$ cat src/rtl/spi_master.sv
`default_nettype none
// +------------------------------------------------------------------------+
// | spi_master: SPI mode-0 (CPOL=0, CPHA=0) full-duplex master, MSB first  |
// | Revision: 1.0                                                          |
// +------------------------------------------------------------------------+

module spi_master #(
  parameter int DATA_WIDTH = 8,
  parameter int CLK_DIV    = 2
) (
  input  logic                  clk,
  input  logic                  rst,
  input  logic                  start,
  input  logic [DATA_WIDTH-1:0] tx_data,
  output logic                  busy,
  output logic                  done,
  output logic [DATA_WIDTH-1:0] rx_data,
  output logic                  sclk,
  output logic                  cs,
  output logic                  mosi,
  input  logic                  miso
);

  localparam int CNT_W = (CLK_DIV > 1) ? $clog2(CLK_DIV) : 1;
  localparam int BIT_W = $clog2(DATA_WIDTH);
  localparam logic [CNT_W-1:0] DIV_LAST = CNT_W'(CLK_DIV - 1);
  localparam logic [BIT_W-1:0] BIT_LAST = BIT_W'(DATA_WIDTH - 1);

  typedef enum logic [2:0] {
    S_IDLE = 3'd0,
    S_LOW  = 3'd1,
    S_HIGH = 3'd2,
    S_HOLD = 3'd3,
    S_GAP  = 3'd4
  } state_t;

  state_t                  state_q,   state_d;
  logic                    accept_q,  accept_d;
  logic [CNT_W-1:0]        div_cnt_q, div_cnt_d;
  logic [BIT_W-1:0]        bit_cnt_q, bit_cnt_d;
  logic [DATA_WIDTH-1:0]   tx_sr_q,   tx_sr_d;
  logic [DATA_WIDTH-1:0]   rx_sr_q,   rx_sr_d;
  logic [DATA_WIDTH-1:0]   rx_data_q, rx_data_d;
  logic                    sclk_q,    sclk_d;
  logic                    cs_q,      cs_d;
  logic                    mosi_q,    mosi_d;
  logic                    busy_q,    busy_d;
  logic                    done_q,    done_d;
  logic                    phase_end;

  assign phase_end = (div_cnt_q == DIV_LAST);

  always_comb begin
    state_d   = state_q;
    accept_d  = 1'b0;
    div_cnt_d = div_cnt_q;
    bit_cnt_d = bit_cnt_q;
    tx_sr_d   = tx_sr_q;
    rx_sr_d   = rx_sr_q;
    rx_data_d = rx_data_q;
    sclk_d    = sclk_q;
    cs_d      = cs_q;
    mosi_d    = mosi_q;
    busy_d    = busy_q;
    done_d    = 1'b0;

    if (state_q != S_IDLE) begin
      div_cnt_d = phase_end ? '0 : div_cnt_q + CNT_W'(1);
    end

    case (state_q)
      S_IDLE: begin
        // Accepted start is registered one cycle; the frame opens on the next edge.
        if (accept_q) begin
          tx_sr_d   = tx_data;
          mosi_d    = tx_data[DATA_WIDTH-1];
          cs_d      = 1'b0;
          busy_d    = 1'b1;
          bit_cnt_d = '0;
          div_cnt_d = '0;
          state_d   = S_LOW;
        end else if (start) begin
          accept_d = 1'b1;
        end
      end

      S_LOW: begin
        if (phase_end) begin
          sclk_d  = 1'b1;
          state_d = S_HIGH;
        end
      end

      S_HIGH: begin
        if (phase_end) begin
          rx_sr_d = {rx_sr_q[DATA_WIDTH-2:0], miso};
          sclk_d  = 1'b0;
          if (bit_cnt_q != BIT_LAST) begin
            bit_cnt_d = bit_cnt_q + BIT_W'(1);
            tx_sr_d   = {tx_sr_q[DATA_WIDTH-2:0], 1'b0};
            mosi_d    = tx_sr_q[DATA_WIDTH-2];
            state_d   = S_LOW;
          end else begin
            mosi_d  = 1'b0;
            state_d = S_HOLD;
          end
        end
      end

      S_HOLD: begin
        if (phase_end) begin
          cs_d      = 1'b1;
          done_d    = 1'b1;
          rx_data_d = rx_sr_q;
          state_d   = S_GAP;
        end
      end

      S_GAP: begin
        if (phase_end) begin
          busy_d  = 1'b0;
          state_d = S_IDLE;
        end
      end

      default: begin
        state_d = S_IDLE;
      end
    endcase
  end

  always_ff @(posedge clk) begin
    if (rst) begin
      state_q   <= S_IDLE;
      accept_q  <= 1'b0;
      div_cnt_q <= '0;
      bit_cnt_q <= '0;
      tx_sr_q   <= '0;
      rx_sr_q   <= '0;
      rx_data_q <= '0;
      sclk_q    <= 1'b0;
      cs_q      <= 1'b1;
      mosi_q    <= 1'b0;
      busy_q    <= 1'b0;
      done_q    <= 1'b0;
    end else begin
      state_q   <= state_d;
      accept_q  <= accept_d;
      div_cnt_q <= div_cnt_d;
      bit_cnt_q <= bit_cnt_d;
      tx_sr_q   <= tx_sr_d;
      rx_sr_q   <= rx_sr_d;
      rx_data_q <= rx_data_d;
      sclk_q    <= sclk_d;
      cs_q      <= cs_d;
      mosi_q    <= mosi_d;
      busy_q    <= busy_d;
      done_q    <= done_d;
    end
  end

  assign busy    = busy_q;
  assign done    = done_q;
  assign rx_data = rx_data_q;
  assign sclk    = sclk_q;
  assign cs      = cs_q;
  assign mosi    = mosi_q;

endmodule

`default_nettype wire

$ cat config.mk
export PLATFORM = sky130hd
export DESIGN_NAME = spi_master
export DESIGN_NICKNAME = d
export VERILOG_FILES = /design/src/rtl/spi_master.sv
export SDC_FILE = /design/constraint.sdc
export NUM_CORES = 1
export LEC_CHECK = 0
export CAP_MARGIN = 25
export CORE_UTILIZATION = 50
export CTS_CLUSTER_DIAMETER = 30
export CTS_CLUSTER_SIZE = 24
export DETAILED_ROUTE_END_ITERATION = 10
export GPL_ROUTABILITY_DRIVEN = 0
export GPL_TIMING_DRIVEN = 0
export MAX_ROUTING_LAYER = met4
export PLACE_DENSITY = 0.75
export RECOVER_POWER = 50
export SLEW_MARGIN = 5
export SYNTH_ARGS = -nofsm -noshare
export SYNTH_HDL_FRONTEND = slang
export SYNTH_SLANG_ARGS = --single-unit
$ cat constraint.sdc
create_clock -name clk -period 2.1 [get_ports clk]
set_input_delay 0.42 -clock clk [delete_from_list [all_inputs] [get_ports clk]]
set_output_delay 0.42 -clock clk [all_outputs]
set_load 0.1 [all_outputs]
==> results of run 1 <==
cell families after synthesis:
logic type               count (synthesis)
flip-flops                              36
buffers and inverters                   15
adder cells (fa/ha/maj)                  2
multiplexers                            21
AND/OR/NAND/NOR                         67
AO/OA/AOI/OAI                           30
through the flow:
step | instance area, sq um | util, % | hold slack, ns | total power, uW | worst slack [ns]
2_1_floorplan | 1600 | - | 0.431 | 865 | 0.386
3_3_place_gp | 1880 | 61.7 | 0.444 | 914 | 0.224
3_5_place_dp | 1880 | 61.7 | 0.448 | 919 | 0.215
4_1_cts | 1930 | 63.2 | 0.454 | 1300 | 0.110
5_1_grt | 1920 | 63.0 | 0.487 | 1340 | 0.0730
6_report | 1920 | 63.0 | 0.457 | 1300 | 0.114
layout make-up:
| type | instances | area, sq um |
|---|---|---|
| fillers | 287 | 1130 |
| multi-input cells | 120 | 811 |
| flip-flops and latches | 36 | 721 |
| repair buffers | 23 | 214 |
| clock buffers | 7 | 55.1 |
| well taps | 44 | 55.1 |
| plain buffers | 12 | 47.5 |
| inverters | 3 | 11.3 |
| clock inverters | 1 | 7.51 |
cells in the mapped netlist:
master / instances / share of area, %
a2111oi_0: 1 / 0.55
a211o_1: 1 / 0.55
a211o_4: 1 / 1.1
a211oi_1: 1 / 0.47
a21boi_0: 1 / 0.47
a21oi_1: 13 / 4.1
a311oi_1: 1 / 0.55
a31oi_1: 1 / 0.39
and3b_1: 1 / 0.55
and4_1: 1 / 0.55
and4b_1: 1 / 0.63
buf_1: 1 / 0.23
buf_2: 6 / 1.9
buf_4: 1 / 0.47
clkbuf_1: 4 / 0.94
dfxtp_1: 36 / 45
ha_1: 2 / 1.6
inv_1: 3 / 0.70
mux2_2: 1 / 0.70
mux2_4: 6 / 5.6
mux2i_1: 14 / 8.8
nand2_1: 19 / 4.5
nand2b_1: 4 / 1.6
nand3_1: 2 / 0.63
nand3b_1: 4 / 1.9
nand3b_2: 1 / 0.70
nand4b_1: 3 / 1.6
nor2_1: 19 / 4.5
nor2b_1: 7 / 2.7
nor3_1: 1 / 0.31
nor3b_1: 2 / 0.94
nor4bb_1: 1 / 0.63
o211ai_1: 1 / 0.47
o21ai_0: 6 / 1.9
o21bai_1: 1 / 0.47
o31ai_1: 1 / 0.47
o32ai_1: 1 / 0.55
or2_1: 1 / 0.39
worst paths after layout:
kind	startpoint	endpoint	slack [ns]	cells after the start
setup / recovery	cs$_SDFFE_PP1P_	cs	0.11	1
hold / removal	rx_data[7]$_SDFFE_PP0P_	rx_data[7]$_SDFFE_PP0P_	0.46	2
setup reg to reg	state_q[1]$_SDFFE_PP0P_	rx_data[0]$_SDFFE_PP0P_	0.25	4
hold reg to reg	rx_data[7]$_SDFFE_PP0P_	rx_data[7]$_SDFFE_PP0P_	0.46	2
where the power goes:
part | switching [uW] | internal [uW] | total, uW
Clock | 235 | 164 | 398
Combinational | 112 | 68.3 | 180
Sequential | 16.1 | 703 | 719
Total | 362 | 935 | 1300
routing by layer:
layer  share of wire [%]  vias to the layer above  routed length [um]  GRT usage (%)
li1                    -                      649                   -              -
met1                  46                      594                1440           25.0
met4                 1.8                        0                  55           9.86
met5                   0                        -                   0              -
met3                 6.8                        7                 213           6.15
met2                  45                       43                1400           32.0
layout by cell type, fill, tap and decap left out, types with 2 or more instances in the layout:
cell type	instances
dfxtp_1	36
nor2_1	19
nand2_1	19
mux2i_1	14
a21oi_1	13
dlygate4sd2_1	13
clkbuf_1	10
clkdlybuf4s50_1	10
nor2b_1	7
o21ai_0	6
mux2_4	6
clkbuf_4	5
nand2b_1	4
nand3b_1	4
nand4b_1	3
inv_1	3
buf_2	2
nand3_1	2
nor3b_1	2
ha_1	2
state kept, by name (all words and copies together) (netlist names):
name       cells
rx_data        8
rx_sr_q        8
tx_sr_q        7
bit_cnt_q      3
state_q        3
accept_q       1
busy           1
cs             1
div_cnt_q      1
done           1
mosi           1
sclk           1
==> metrics.yaml, run 1 <==
numCtsBuffers: 5
routed_via_density: 5.26
synth_fa_ha_area_share_pct: 1.56
synthDistinctLibCells: 38
drc_errors: 0
cap_viol_max_count: 0
synthesis.area_sq_um: 1600
pwr_density_cell_nw_per_um2: 675
start_util_pct: 52.4
cp-start-kind: "flip-flop"
status: "complete, no violations"
ctsResizeCount: 13
max_stage_delay_ns: 0.86
worstSetupPathType: "reg -> out"
root_buffer: "clkbuf_4"
drtAntennaViolNets: 0
rsz0062_at_grt: "no"
slowest_stage: "dlygate4sd2_1"
finalHoldViolations: 0
finalCriticalPeriod_ns: 1.99
antenna_cells: 0
routed_wl_um: 3110
crit_fanout: 2
worst_slew_pin_slew_ns: 0.961
layout.nets: 215
setup_tns_ns: 0
yosysSeqAreaShare_pct: 45.1
relSlewSlack_pct: 36.2
hpwl_um: 2230
netlist_instances: 171
antenna_found_initial: 0
cp-end-kind: "output port"
first_pass_iters: 4
ys_ff_latch: 36
wl_per_cell_um: 12.6
die_h_um: 58.6
dieArea_sq_um: 3430
grt_overflow: 0
muxShareOfSynthArea_pct: 15.1
crit_buf_inv: 1
cts_tree: "yes"
fin_cells: 246
die_w_um: 58.6
synth_compound_area_share_pct: 12.0
hold_path.class: "reg -> reg"
syn-num-nets: 185
rows: 20
postCtsHoldBufs: 0
first_global_vias: 1161
path_clk_slew_ns: 0.11
yosys_warnings: 0
synth_area_per_cell_sq_um: 9.35
min_period_over_period_pct: 94.6
cts.sinks: 36
grt_use_total_pct: 20.8
critPathTopFamily: "buffers and inverters"
crit_chain: "dlygate4sd2_1"
synth_top_family_by_area: "simple AND/OR/NAND/NOR gates"
htreeDepth: 2
drt_iter0_drc: 56
numPortBuffers: 23
clock_path_buffers: 2
pin_count: 25
critPathRequiredTime_ns: 1.68
drive_gt1_share_pct: 8.91
fin_worst_skew_ns: 0.00575
placed_cells: 238
grt_max_degree: 12
drv_slew: 0
synth_xor_area_share_pct: 0
num_vias: 1293
yosys.area_share.simple_pct: 22.1
irDropWorstVdd_uv: 388
fmax_mhz: 503
syn_to_final_growth_pct: 20.2
cts_setup_buffers: 0
grt_pass1_wl_um: 5160
setup_viol: 0
fp.coreArea_sq_um: 3050
insertion_delay_ns: 0.35
crit_arrival_ns: 1.57
p_leak_uw: 0.000728
No activity file was read; power rests on OpenSTA's default activity.
==> run 2: changes to the inputs <==
--- a/config.mk
+++ b/config.mk
@@ -6,14 +6,14 @@
 export NUM_CORES = 1
 export LEC_CHECK = 0
 export CAP_MARGIN = 25
-export CORE_UTILIZATION = 50
+export CORE_UTILIZATION = 35
 export CTS_CLUSTER_DIAMETER = 30
 export CTS_CLUSTER_SIZE = 24
 export DETAILED_ROUTE_END_ITERATION = 10
 export GPL_ROUTABILITY_DRIVEN = 0
 export GPL_TIMING_DRIVEN = 0
+export HOLD_SLACK_MARGIN = 0.06
 export MAX_ROUTING_LAYER = met4
-export PLACE_DENSITY = 0.75
 export RECOVER_POWER = 50
 export SLEW_MARGIN = 5
 export SYNTH_ARGS = -nofsm -noshare
==> run 2 against run 1 <==
  * Design area increased by 3.3%
  * Power increased by 16%
  * Combinational power about the same
  * Via count decreased by 2.8%
  * Largest power group unchanged
  * Clock skew decreased by 0.00057 ns
  * Die area increased by 41%
==> metrics.yaml, run 2 (synthesized netlist as in run 1, its figures left out) <==
drc_errors: 0  # unchanged
cts.sinks: 36  # unchanged
insertion_delay_ns: 0.28  # -0.07 ns
relSlewSlack_pct: 36.4  # +0.25 points
crit_buf_inv: 1  # unchanged
irDropWorstVdd_uv: 406  # +4.9%
wl_met1_um: 1730  # +20%
slowest_stage: "dlygate4sd2_1"
cts_tree: "yes"
crit_arrival_ns: 1.52  # -0.05 ns
finalHoldViolations: 0  # unchanged
antenna_found_initial: 0  # unchanged
critPathTopFamily: "buffers and inverters"
routed_via_density: 4.95  # -5.8%
pwr_density_cell_nw_per_um2: 757  # +12%
finalCriticalPeriod_ns: 1.94  # -0.0453 ns
drt_iter0_drc: 55  # -1.8%
first_global_vias: 1152  # -0.78%
dieArea_sq_um: 4840  # +41%
hold_path.class: "reg -> reg"
drtAntennaViolNets: 0  # unchanged
cp.depth: 1  # unchanged
setup_viol: 0  # unchanged
cp-start-kind: "flip-flop"
min_path_cells: 2  # unchanged
drive_gt1_share_pct: 10.4  # +1.5 points
die_h_um: 69.6  # +19%
rr_worst_depth: 5  # +1
wl_per_cell_um: 12.7  # +0.49%
layout.nets: 215  # unchanged
grt_pass1_wl_um: 5470  # +6.0%
ctsResizeCount: 13  # unchanged
reg2reg_slack_ns: 0.26  # about the same
min_period_over_period_pct: 92.4  # -2.2 points
setup_tns_ns: 0  # unchanged
mostFrequentLayoutCells: "dfxtp_1, nor2_1, nand2_1, mux2i_1"
mostFrequentLayoutCell: "dfxtp_1"
numPortBuffers: 23  # unchanged
dr.max_layer_used: "met4"
regArea_sq_um: 721  # unchanged
grt_use_total_pct: 14.8  # -6.0 points
fp.coreArea_sq_um: 4380  # +44%
worstSetupPathType: "reg -> out"
wl_met2_um: 1360  # -3.1%
htreeDepth: 2  # unchanged
crit_fanout: 3  # +1
fmax_mhz: 515  # +2.3%
clock_path_buffers: 2  # unchanged
fin_worst_skew_ns: 0.00518  # -0.000570 ns
rows: 24  # +20%
nFillCells: 469  # +63%
critPathRequiredTime_ns: 1.68  # about the same
whs_ns: 0.453  # -0.00384 ns
start_util_pct: 36.5  # -16 points
numCtsBuffers: 5  # unchanged
hpwl_um: 2240  # +0.47%
pin_count: 25  # unchanged
dr_wl_met3_um: 85  # -60%
p_leak_uw: 0.000760  # +4.3%
multi_input_area_sq_um: 811  # unchanged
routed_wl_um: 3230  # +3.8%
status: "complete, no violations"
die_w_um: 69.6  # +19%
grt_overflow: 0  # unchanged
cts_setup_buffers: 0  # unchanged
cap_viol_max_count: 0  # unchanged
max_stage_delay_ns: 0.87  # about the same
drv_slew: 0  # unchanged
path_clk_slew_ns: 0.08  # -0.03 ns
syn_to_final_growth_pct: 24.2
antenna_cells: 0  # unchanged
worst_slew_pin_slew_ns: 0.957  # -0.00371 ns
root_buffer: "clkbuf_8"
grt_max_degree: 13  # +1
postCtsHoldBufs: 0  # unchanged
rsz0062_at_grt: "no"
num_vias: 1257  # -2.8%
crit_chain: "dlygate4sd2_1"
first_pass_iters: 4  # unchanged
cp-end-kind: "output port"
-- run 2: cell types whose count changed in the layout (fill, tap and decap cells not counted), sizes merged --
| cell | previous run | this run |
|---|---|---|
| clkbuf | 16 | 13 |
| buf | 3 | 4 |
| bufinv | 0 | 1 |
| clkinv | 0 | 1 |
-- run 2: worst min-delay path, stage by stage (launching register included) --
cell,delay (ns)
dfxtp_1,0.31
nand2_1,0.05
a21oi_1,0.05
-- run 2: per-stage QoR --
step           worst slack (ns)  utilization, %  cells  instance area [sq um]  total power (uW)
6_report                  0.159            45.3    254                   1990              1500
5_1_grt                   0.141            45.3    254                   1990              1570
2_1_floorplan             0.386               -    171                   1600               865
3_3_place_gp              0.209            43.2    246                   1890               918
4_1_cts                   0.159            45.4    254                   1990              1520
3_5_place_dp              0.204            43.2    246                   1890               919
-- run 2: final timing paths --
path                             startpoint                       to
setup / recovery          busy$_SDFFE_PP0P_                     busy
hold / removal      rx_data[4]$_SDFFE_PP0P_  rx_data[4]$_SDFFE_PP0P_
setup reg to reg  bit_cnt_q[0]$_SDFFE_PP0P_  tx_sr_q[2]$_SDFFE_PP0P_
hold reg to reg     rx_data[4]$_SDFFE_PP0P_  rx_data[4]$_SDFFE_PP0P_
-- run 2: report_power, final --
group          switching (uW)  internal [uW]  total (uW)
logic                     111           68.5         179
clock network             254            351         605
registers                15.9            702         718
total                     381           1120        1500
-- run 2: per-layer routing --
metal  track usage (%)  vias up
met1              20.5      579
met5                 -        -
met2              20.3       22
met4              7.48        0
met3              3.05        6
li1                  -      650
-- run 2: cell type report --
cell class / count / share of cell area, %
Buffer: 12 / 2.65
Clock buffer: 5 / 3.47
Clock inverter: 3 / 2.14
Inverter: 3 / 0.567
Multi-Input combinational cell: 120 / 40.8
Sequential cell: 36 / 36.3
Tap cell: 52 / 3.28
Timing Repair Buffer: 23 / 10.8
